$ cat src/rtl/matmul_tile_scheduler_if.sv
// Tile task issue channel plus the completion return from the compute engine.
interface matmul_tile_scheduler_if #(
    parameter int unsigned IDX_W = 8
);
    logic             task_valid;
    logic             task_ready;
    logic [IDX_W-1:0] task_m;
    logic [IDX_W-1:0] task_n;
    logic [IDX_W-1:0] task_k;
    logic [IDX_W-1:0] task_m_len;
    logic [IDX_W-1:0] task_n_len;
    logic [IDX_W-1:0] task_k_len;
    logic             task_first_k;
    logic             task_last_k;
    logic             cmpl_valid;

    // Scheduler side: issues tasks, receives completions.
    modport master (
        output task_valid, task_m, task_n, task_k,
               task_m_len, task_n_len, task_k_len,
               task_first_k, task_last_k,
        input  task_ready, cmpl_valid
    );

    // Compute engine side.
    modport slave (
        input  task_valid, task_m, task_n, task_k,
               task_m_len, task_n_len, task_k_len,
               task_first_k, task_last_k,
        output task_ready, cmpl_valid
    );
endinterface

$ cat src/rtl/matmul_tile_scheduler.sv
// Walks the (m, n, k) tile space of a blocked matrix multiply, k innermost,
// issuing one task per tile with a completion-credit limit on outstanding work.
module matmul_tile_scheduler #(
    parameter int unsigned M            = 21,
    parameter int unsigned N            = 21,
    parameter int unsigned K            = 21,
    parameter int unsigned M_BLOCK_SIZE = 3,
    parameter int unsigned N_BLOCK_SIZE = 1,
    parameter int unsigned K_BLOCK_SIZE = 3,
    parameter int unsigned IDX_W        = 8,
    parameter int unsigned MAX_INFLIGHT = 4
) (
    input  logic                                 clk,
    input  logic                                 rst,
    input  logic                                 start,
    output logic                                 busy,
    output logic                                 done,
    matmul_tile_scheduler_if.master              tile,
    output logic [$clog2(MAX_INFLIGHT+1)-1:0]    inflight,
    output logic                                 err
);

    localparam int unsigned CNT_W = $clog2(MAX_INFLIGHT + 1);
    // One extra bit so base + block never wraps before comparing to the dimension.
    localparam int unsigned SW    = IDX_W + 1;

    typedef enum logic [1:0] {
        IDLE,
        ISSUE,
        DRAIN,
        DONE
    } state_t;

    state_t           state;
    logic             fire;
    logic             load;
    logic             k_wrap;
    logic             n_wrap;
    logic             m_wrap;
    logic             tile_last;
    logic [SW-1:0]    k_end;
    logic [SW-1:0]    n_end;
    logic [SW-1:0]    m_end;
    logic [IDX_W-1:0] nxt_m;
    logic [IDX_W-1:0] nxt_n;
    logic [IDX_W-1:0] nxt_k;
    logic [CNT_W-1:0] inflight_nxt;

    // Length of the tile starting at base: full block, or the ragged remainder.
    function automatic logic [IDX_W-1:0] blk_len(input logic [IDX_W-1:0] base,
                                                 input int unsigned      dim,
                                                 input int unsigned      bsz);
        logic [SW-1:0] rem;
        rem = SW'(dim) - SW'(base);
        return (rem > SW'(bsz)) ? IDX_W'(bsz) : rem[IDX_W-1:0];
    endfunction

    // A credit freed by a completion this cycle can be spent immediately.
    assign tile.task_valid = (state == ISSUE) &&
                             ((inflight < CNT_W'(MAX_INFLIGHT)) || tile.cmpl_valid);
    assign fire = tile.task_valid && tile.task_ready;
    assign load = ((state == IDLE) && start) || fire;

    // Next tile coordinates: k advances every task, n on k wrap, m on n wrap.
    always_comb begin
        k_end     = SW'(tile.task_k) + SW'(K_BLOCK_SIZE);
        n_end     = SW'(tile.task_n) + SW'(N_BLOCK_SIZE);
        m_end     = SW'(tile.task_m) + SW'(M_BLOCK_SIZE);
        k_wrap    = k_end >= SW'(K);
        n_wrap    = n_end >= SW'(N);
        m_wrap    = m_end >= SW'(M);
        tile_last = k_wrap && n_wrap && m_wrap;
        nxt_m     = '0;
        nxt_n     = '0;
        nxt_k     = '0;
        if (state != IDLE) begin
            nxt_k = k_wrap ? '0 : k_end[IDX_W-1:0];
            nxt_n = k_wrap ? (n_wrap ? '0 : n_end[IDX_W-1:0]) : tile.task_n;
            nxt_m = (k_wrap && n_wrap) ? (m_wrap ? '0 : m_end[IDX_W-1:0]) : tile.task_m;
        end
    end

    // Outstanding count: a fire and a completion in the same cycle cancel; never underflows.
    always_comb begin
        inflight_nxt = inflight;
        if (fire && !tile.cmpl_valid) begin
            inflight_nxt = inflight + CNT_W'(1);
        end else if (!fire && tile.cmpl_valid && (inflight != '0)) begin
            inflight_nxt = inflight - CNT_W'(1);
        end
    end

    // Control FSM, task field registers, credit counter and error flag.
    always_ff @(posedge clk) begin
        if (rst) begin
            state             <= IDLE;
            busy              <= 1'b0;
            done              <= 1'b0;
            inflight          <= '0;
            err               <= 1'b0;
            tile.task_m       <= '0;
            tile.task_n       <= '0;
            tile.task_k       <= '0;
            tile.task_m_len   <= '0;
            tile.task_n_len   <= '0;
            tile.task_k_len   <= '0;
            tile.task_first_k <= 1'b0;
            tile.task_last_k  <= 1'b0;
        end else begin
            done     <= 1'b0;
            inflight <= inflight_nxt;
            if (tile.cmpl_valid && (inflight == '0) && !fire) begin
                err <= 1'b1;
            end
            if (load) begin
                tile.task_m       <= nxt_m;
                tile.task_n       <= nxt_n;
                tile.task_k       <= nxt_k;
                tile.task_m_len   <= blk_len(nxt_m, M, M_BLOCK_SIZE);
                tile.task_n_len   <= blk_len(nxt_n, N, N_BLOCK_SIZE);
                tile.task_k_len   <= blk_len(nxt_k, K, K_BLOCK_SIZE);
                tile.task_first_k <= (nxt_k == '0);
                tile.task_last_k  <= (SW'(nxt_k) + SW'(K_BLOCK_SIZE)) >= SW'(K);
            end
            case (state)
                IDLE: begin
                    if (start) begin
                        state <= ISSUE;
                        busy  <= 1'b1;
                    end
                end
                ISSUE: begin
                    if (fire && tile_last) begin
                        state <= DRAIN;
                    end
                end
                DRAIN: begin
                    if (inflight_nxt == '0) begin
                        state <= DONE;
                        busy  <= 1'b0;
                        done  <= 1'b1;
                    end
                end
                DONE: begin
                    state <= IDLE;
                end
                default: begin
                    state <= IDLE;
                end
            endcase
        end
    end

endmodule

$ cat src/flat_wrapper.sv
// flat-port wrapper written by rule: the top's interface ports become plain ports
module matmul_tile_scheduler_flat 
#(
    parameter int unsigned M            = 21,
    parameter int unsigned N            = 21,
    parameter int unsigned K            = 21,
    parameter int unsigned M_BLOCK_SIZE = 3,
    parameter int unsigned N_BLOCK_SIZE = 1,
    parameter int unsigned K_BLOCK_SIZE = 3,
    parameter int unsigned IDX_W        = 8,
    parameter int unsigned MAX_INFLIGHT = 4
)
  (clk, rst, start, busy, done, inflight, err, tile_task_valid, tile_task_m, tile_task_n, tile_task_k, tile_task_m_len, tile_task_n_len, tile_task_k_len, tile_task_first_k, tile_task_last_k, tile_task_ready, tile_cmpl_valid);
  matmul_tile_scheduler_if #(.IDX_W(IDX_W)) tile_i ();
  input  logic clk;
  input  logic rst;
  input  logic start;
  output logic busy;
  output logic done;
  output logic [$clog2(MAX_INFLIGHT+1)-1:0] inflight;
  output logic err;
  output wire logic [$bits(tile_i.task_valid)-1:0] tile_task_valid;
  output wire logic [$bits(tile_i.task_m)-1:0] tile_task_m;
  output wire logic [$bits(tile_i.task_n)-1:0] tile_task_n;
  output wire logic [$bits(tile_i.task_k)-1:0] tile_task_k;
  output wire logic [$bits(tile_i.task_m_len)-1:0] tile_task_m_len;
  output wire logic [$bits(tile_i.task_n_len)-1:0] tile_task_n_len;
  output wire logic [$bits(tile_i.task_k_len)-1:0] tile_task_k_len;
  output wire logic [$bits(tile_i.task_first_k)-1:0] tile_task_first_k;
  output wire logic [$bits(tile_i.task_last_k)-1:0] tile_task_last_k;
  input wire logic [$bits(tile_i.task_ready)-1:0] tile_task_ready;
  input wire logic [$bits(tile_i.cmpl_valid)-1:0] tile_cmpl_valid;
  assign tile_task_valid = tile_i.task_valid;
  assign tile_task_m = tile_i.task_m;
  assign tile_task_n = tile_i.task_n;
  assign tile_task_k = tile_i.task_k;
  assign tile_task_m_len = tile_i.task_m_len;
  assign tile_task_n_len = tile_i.task_n_len;
  assign tile_task_k_len = tile_i.task_k_len;
  assign tile_task_first_k = tile_i.task_first_k;
  assign tile_task_last_k = tile_i.task_last_k;
  assign tile_i.task_ready = tile_task_ready;
  assign tile_i.cmpl_valid = tile_cmpl_valid;
  matmul_tile_scheduler #(.M(M), .N(N), .K(K), .M_BLOCK_SIZE(M_BLOCK_SIZE), .N_BLOCK_SIZE(N_BLOCK_SIZE), .K_BLOCK_SIZE(K_BLOCK_SIZE), .IDX_W(IDX_W), .MAX_INFLIGHT(MAX_INFLIGHT)) u_core (.clk(clk), .rst(rst), .start(start), .busy(busy), .done(done), .tile(tile_i), .inflight(inflight), .err(err));
endmodule
$ cat config.mk
export PLATFORM = sky130hd
export DESIGN_NAME = matmul_tile_scheduler_flat
export DESIGN_NICKNAME = d
export VERILOG_FILES = /design/src/rtl/matmul_tile_scheduler_if.sv /design/src/rtl/matmul_tile_scheduler.sv /design/src/flat_wrapper.sv
export SDC_FILE = /design/constraint.sdc
export NUM_CORES = 1
export LEC_CHECK = 0
export ABC_CLOCK_PERIOD_IN_PS = 4050
export CAP_MARGIN = 10
export CORE_ASPECT_RATIO = 0.75
export CORE_MARGIN = 2
export CORE_UTILIZATION = 53
export CTS_CLUSTER_DIAMETER = 30
export DETAILED_ROUTE_END_ITERATION = 7
export GPL_TIMING_DRIVEN = 0
export HOLD_SLACK_MARGIN = 0.15
export PLACE_DENSITY = 0.77
export SETUP_SLACK_MARGIN = 0.1
export SLEW_MARGIN = 25
export SYNTH_ARGS = -nofsm -noshare
export SYNTH_HDL_FRONTEND = slang
export SYNTH_SLANG_ARGS = --single-unit
$ cat constraint.sdc
create_clock -name clk -period 4.05 [get_ports clk]
set_input_delay 0.81 -clock clk [delete_from_list [all_inputs] [get_ports clk]]
set_output_delay 0.81 -clock clk [all_outputs]
set_load 0.02 [all_outputs]
After elaboration in Yosys (flattened, before gate mapping)
Cells that the tools add are included.

Register bits: 58. Input bits: 5. Output and inout port bits: 57. Word-level logic and storage cells: 83.

$add $sub $neg: 9. $lt $le $gt $ge: 8. Equal/unequal tests: 6. Muxes and demuxes: 21. Bitwise gates (word level): 1. Reductions and logical operators: 25.

Operators with widths (number): $mux 8 (11); $ge 9x5->1 const B (4); $add 8x2->9 const B (3); $sub 5x8->9 const A (3); $gt 9x2->1 const B (2); $logic_and 1x1->1 (11); $add 8x1->9 const B (1); $gt 9x1->1 const B (1); $logic_not 8->1 (1); $pmux 2 s4 (1); $logic_not 3->1 (2); $mux 2 (3); $mux 3 (2); $reduce_and 3->1 (2); $eq 2x2->1 const B (2); $ne 2x2->1 const B (2); $reduce_bool 2->1 (2); $add 3x1->3 const B (1); $lt 3x3->1 const B (1); $mux 1 (3); $reduce_bool 3->1 (1); $sub 3x1->3 const B (1); $eq 2x1->1 const B (1); $logic_not 1->1 (2); other kinds (6) (7).

Logic depth before layout (Yosys ltp)
Depth after elaboration: 12. Gate-level depth with buffers: 19. Depth with buffers taken out: 16.

Worst setup path after synthesis
OpenSTA, ideal clock, no wires.

Path kind: register to register. Start point: register u_core.tile.task_k[0]. End point: register u_core.tile.task_last_k. Setup time: 0.137 ns. Data arrival time: 3.486 ns. Required time: 3.913 ns. Path slack: 0.428 ns. Stages on the path, launching flop included: 18. Path buffers: 2. Period minus slack after synthesis: 3.622 ns. Path through: dfxtp_1 > inv_1 > ha_1 > nand3b_1 > a32o_1 > a22oi_2 > nand2_2 > buf_2 > or2_2 > clkbuf_1 > nor2_1 > inv_1 > ha_1 > nand4_1 > and3b_1 > a41oi_1 > a2bb2oi_1 > a211oi_1.

Word-level cells in the longest chain between the ends: 6.

RTL lines: start, declared (line matmul_tile_scheduler_if.sv:19) `output task_valid, task_m, task_n, task_k,`; start signal, assigned (line matmul_tile_scheduler.sv:118) `tile.task_k <= nxt_k;`; $add 8x2->9 * (line matmul_tile_scheduler.sv:66) `k_end = SW'(tile.task_k) + SW'(K_BLOCK_SIZE);`; $ge 9x5->1 (line matmul_tile_scheduler.sv:69) `k_wrap = k_end >= SW'(K);`; $mux 8 * (line matmul_tile_scheduler.sv:77) `nxt_k = k_wrap ? '0 : k_end[IDX_W-1:0];`; $mux 8 * (line matmul_tile_scheduler.sv:76) `if (state != IDLE) begin`; $add 8x2->9 * (line matmul_tile_scheduler.sv:123) `tile.task_last_k <= (SW'(nxt_k) + SW'(K_BLOCK_SIZE)) >= SW'(K);`; $ge 9x5->1 * (line matmul_tile_scheduler.sv:123); end signal, assigned (line matmul_tile_scheduler.sv:123); end, declared (line matmul_tile_scheduler_if.sv:21) `task_first_k, task_last_k,`.

Mark *: on every way between the ends. The rest lies on a longest branch, timed or not. A chain may end at the register's enable or synchronous reset.

Final worst setup path
Ends and elaborated chain as after synthesis.

==> key figures <==
Status
  – Status: finished clean

Power
  – PwrDens: 476 nW/um^2
  – VDD IR max: 0.298 mV
  – Reg power frac: 31.8%
  – P_leak: 1.83 nW
  – Power share of the clock group: 25.2%
  – Combinational Power Share: 43.0%
  – Pint: 1.25 mW
  – Sw Ratio: 41.3%
  – Psw: 878 uW
  – Pwr Total: 2.13 mW

GRT
  – First-pass GRT wire length: 15.7 mm
  – Overflow after GRT: 0
  – Pin count of the biggest net entering global routing: 12
  – Initial antenna violation count: 0
  – GRT Total Usage: 27.0%
  – Vias in the first global route: 3171

Finish
  – Layout cell share with drive strength beyond 1: 11.4%
  – Layout area overhead: 28.2%
  – N_diodes: 0
  – Non-Filler Instances: 597
  – Fin nets: 539

Routing
  – Post-DRT Antenna Nets: 0
  – Via/cell ratio: 5.83
  – Vias: 3478
  – Remaining DRCs: 0
  – DR pass1 iterations: 5
  – Initial drt markers: 187
  – Drt total wl: 9.60 mm
  – Wire per inst: 16.1 um

Clocking
  – Skew-Pair Late Insertion Delay: 0.34 ns
  – CTS H-tree depth: 3
  – Clock Pin Slew Worst Setup and Hold Paths: 0.07 ns
  – CTS tree: yes
  – CTS Buffer Depth: 2
  – Root Buffer: clkbuf_8
  – CTS sink cnt: 58
  – CTS buffer count: 9

Placed design
  – Dpl cells: 580
  – Port bufs: 61
  – DP HPWL: 6.94 mm
  – GPL Wtd Cong: 0.894

Critical path
  – Worst R2R Setup Slack: 0.34 ns
  – Setup crit end kind: register
  – Crit-path most repeated cell: inv_1
  – Worst-path maximum fanout: 10
  – Setup crit start: u_core.tile.task_k[0]
  – CP top delay family: compound AO/OA/AOI/OAI gates
  – Slowest stage delay, CP: 0.40 ns
  – Critical path class: reg -> reg
  – CP cell instances: inv_1, ha_2, nand3b_1, a32o_1, a22oi_2, nand2_2, buf_2, or2_4, nor2_2, inv_1, ha_1, nand4_1, and3b_1, a41oi_1, a2bb2oi_1, a211oi_1
  – Req. time, crit path: 4.25 ns
  – Worst path bufs/invs: 3
  – Worst R2R Start: u_core.tile.task_k[0]
  – Setup crit start kind: register
  – Slowest cell on crit path: dfxtp_4
  – Worst Path Arrival: 3.91 ns

STA
  – Slew Viols, Final: 0
  – TNS Setup: 0 ns
  – Worst-Margin Slew: 0.697 ns
  – Period utilisation layout: 91.5%
  – Slew margin rel.: 52.9%
  – Final worst path period need: 3.71 ns
  – Max Fclk: 270 MHz
  – Clock Skews: 0.00446 ns
  – Final Setup Violations: 0
  – RSZ-0062 raised after global routing: false
  – Hold Violations, Final: 0

Logic synthesis
  – Async S/R FF share, synth: 0%
  – Post-Syn Area per Cell: 7.96 um^2
  – Synth Flop Type: dfxtp_1
  – Synth Cell Area: 3480 um^2
  – Number of synthesized register bits: 58
  – Count of different cell masters after synthesis: 72
  – Synth Instances: 438
  – Syn. warnings: 0
  – Number of flops mapped to enable cells by yosys: 0
  – Net Count, Synth: 466
  – Seq/Total Area, Yosys: 33.3%

Floorplanning
  – Die ar.: 7250 um^2
  – Cell Rows: 25
  – Initial core utilization: 55.1%
  – I/O Pins: 62
  – Die width: 97.6 um
  – Die Ht: 74.2 um
  – Placeable Area: 6320 um^2

Hold path
  – Hold Crit Class: reg -> reg
  – Min-delay src: u_core.err

Flow run
  – # Max-Cap Violations: 0
## synth_stat cells, types with 3 or more instances
library cell  instances  area [um^2]
a211oi_1              4         30.0
a211oi_2              3         37.5
a21oi_1              37          185
a221oi_1              3         26.3
a22oi_1               4         30.0
a31oi_1               5         31.3
a32o_1                4         40.0
and2_1                8         50.1
and3_1               22          138
buf_2                 8         40.0
clkbuf_1             17         63.8
dfxtp_1              58         1160
ha_1                 23          288
inv_1                29          109
mux2i_1               3         30.0
nand2_1              30          113
nand2b_1              3         18.8
nand3_1              11         55.1
nand3b_1              4         30.0
nand4_1               4         25.0
nor2_1               56          210
nor3_1               12         60.1
nor3b_1               5         37.5
nor4_1                6         37.5
o21ai_0              13         65.1
or3_1                 3         18.8
xnor2_1               4         35.0
xor2_1                6         52.6
## layout make-up
type	instances	area, um^2
multi-input cells	323	2150
well taps	81	101
clock buffers	10	128
clock inverters	6	67.6
repair buffers	64	633
inverters	30	115
fillers	525	1850
plain buffers	25	108
flip-flops and latches	58	1170
## what timing repair did
action,in CTS,in global routing
gates resized for setup,3,13
endpoints found under the setup margin,3,7
buffers inserted,1,2
hold buffers,0,0
hold endpoints to repair,0,0
pin swaps,1,3
gates cloned,0,0
## cell usage in the layout (no fill, tap or decap), types with 11 or more instances in the layout
master	synthesis	layout
clkbuf_1	17	16
nor2_1	56	54
inv_1	29	29
and3_1	22	22
o21ai_0	13	13
clkdlybuf4s50_1	0	61
nand2_1	30	30
nand3_1	11	11
nor3_1	12	12
dfxtp_1	58	54
ha_1	23	22
a21oi_1	37	36
## power groups by stage
stage	clock network, mW	logic, mW	registers, mW
2_1_floorplan	0	0.545	0.733
3_3_place_gp	0	0.847	0.682
3_5_place_dp	0	0.867	0.683
4_1_cts	0.538	0.883	0.673
5_1_grt	0.567	1.03	0.683
6_report	0.536	0.915	0.676
## flip-flops by register name, indices dropped and copies added, names as in the netlist
name	count
u_core.err	1
u_core.tile.task_n	8
u_core.inflight	3
u_core.tile.task_m	8
u_core.tile.task_k	8
u_core.tile.task_k_len	8
u_core.tile.task_m_len	8
u_core.done	1
u_core.tile.task_first_k	1
u_core.busy	1
u_core.state	2
u_core.tile.task_n_len	8
u_core.tile.task_last_k	1
## worst register-to-register path: stages, from the launching register on
cell and delay (ns):
dfxtp_4 0.40, inv_1 0.09, ha_2 0.37, nand3b_1 0.13, a32o_1 0.30, a22oi_2 0.34
nand2_2 0.11, buf_2 0.20, or2_4 0.29, nor2_2 0.14, inv_1 0.11, ha_1 0.29
nand4_1 0.12, and3b_1 0.21, a41oi_1 0.18, a2bb2oi_1 0.19, a211oi_1 0.09
## kinds of logic (layout without fill, tap and decap cells)
kind of cell,after synthesis,in the layout,synth area share (%)
muxes,5,5,1.62
buffers and inverters,57,135,6.61
adders and majority gates,24,24,8.58
DFF,58,58,33.3
and+or+nand+nor,180,180,26.4
AOI/OAI and AO/OA,104,104,20.9
xor gates and xnor gates,10,10,2.51
## final timing paths
path	to	cells after the start
worst max register to register	u_core.tile.task_last_k	16
worst min-delay path	u_core.err	2
worst min register to register	u_core.err	2
worst max-delay path	u_core.tile.task_last_k	16
## routing by layer
layer | wire length [um] | track usage, % | up-vias | part of all wire, %
li1 | - | - | 1710 | -
met1 | 4570 | 37.1 | 1636 | 48
met2 | 4210 | 41.5 | 116 | 44
met3 | 703 | 8.46 | 16 | 7.3
met4 | 122 | 7.25 | 0 | 1.3
met5 | 0 | 0 | - | 0
## stage by stage
stage	hold slack (ns)	utilization [%]	instance area (um^2)	worst slack (ns)
4_1_cts	0.480	69.7	4410	0.128
3_5_place_dp	0.465	66.4	4200	0.00322
6_report	0.480	70.7	4470	0.343
3_3_place_gp	0.458	66.4	4200	0.0844
2_1_floorplan	0.490	-	3480	0.428
5_1_grt	0.506	70.7	4470	0.108
Note: power is estimated with default switching activity, not from simulation.
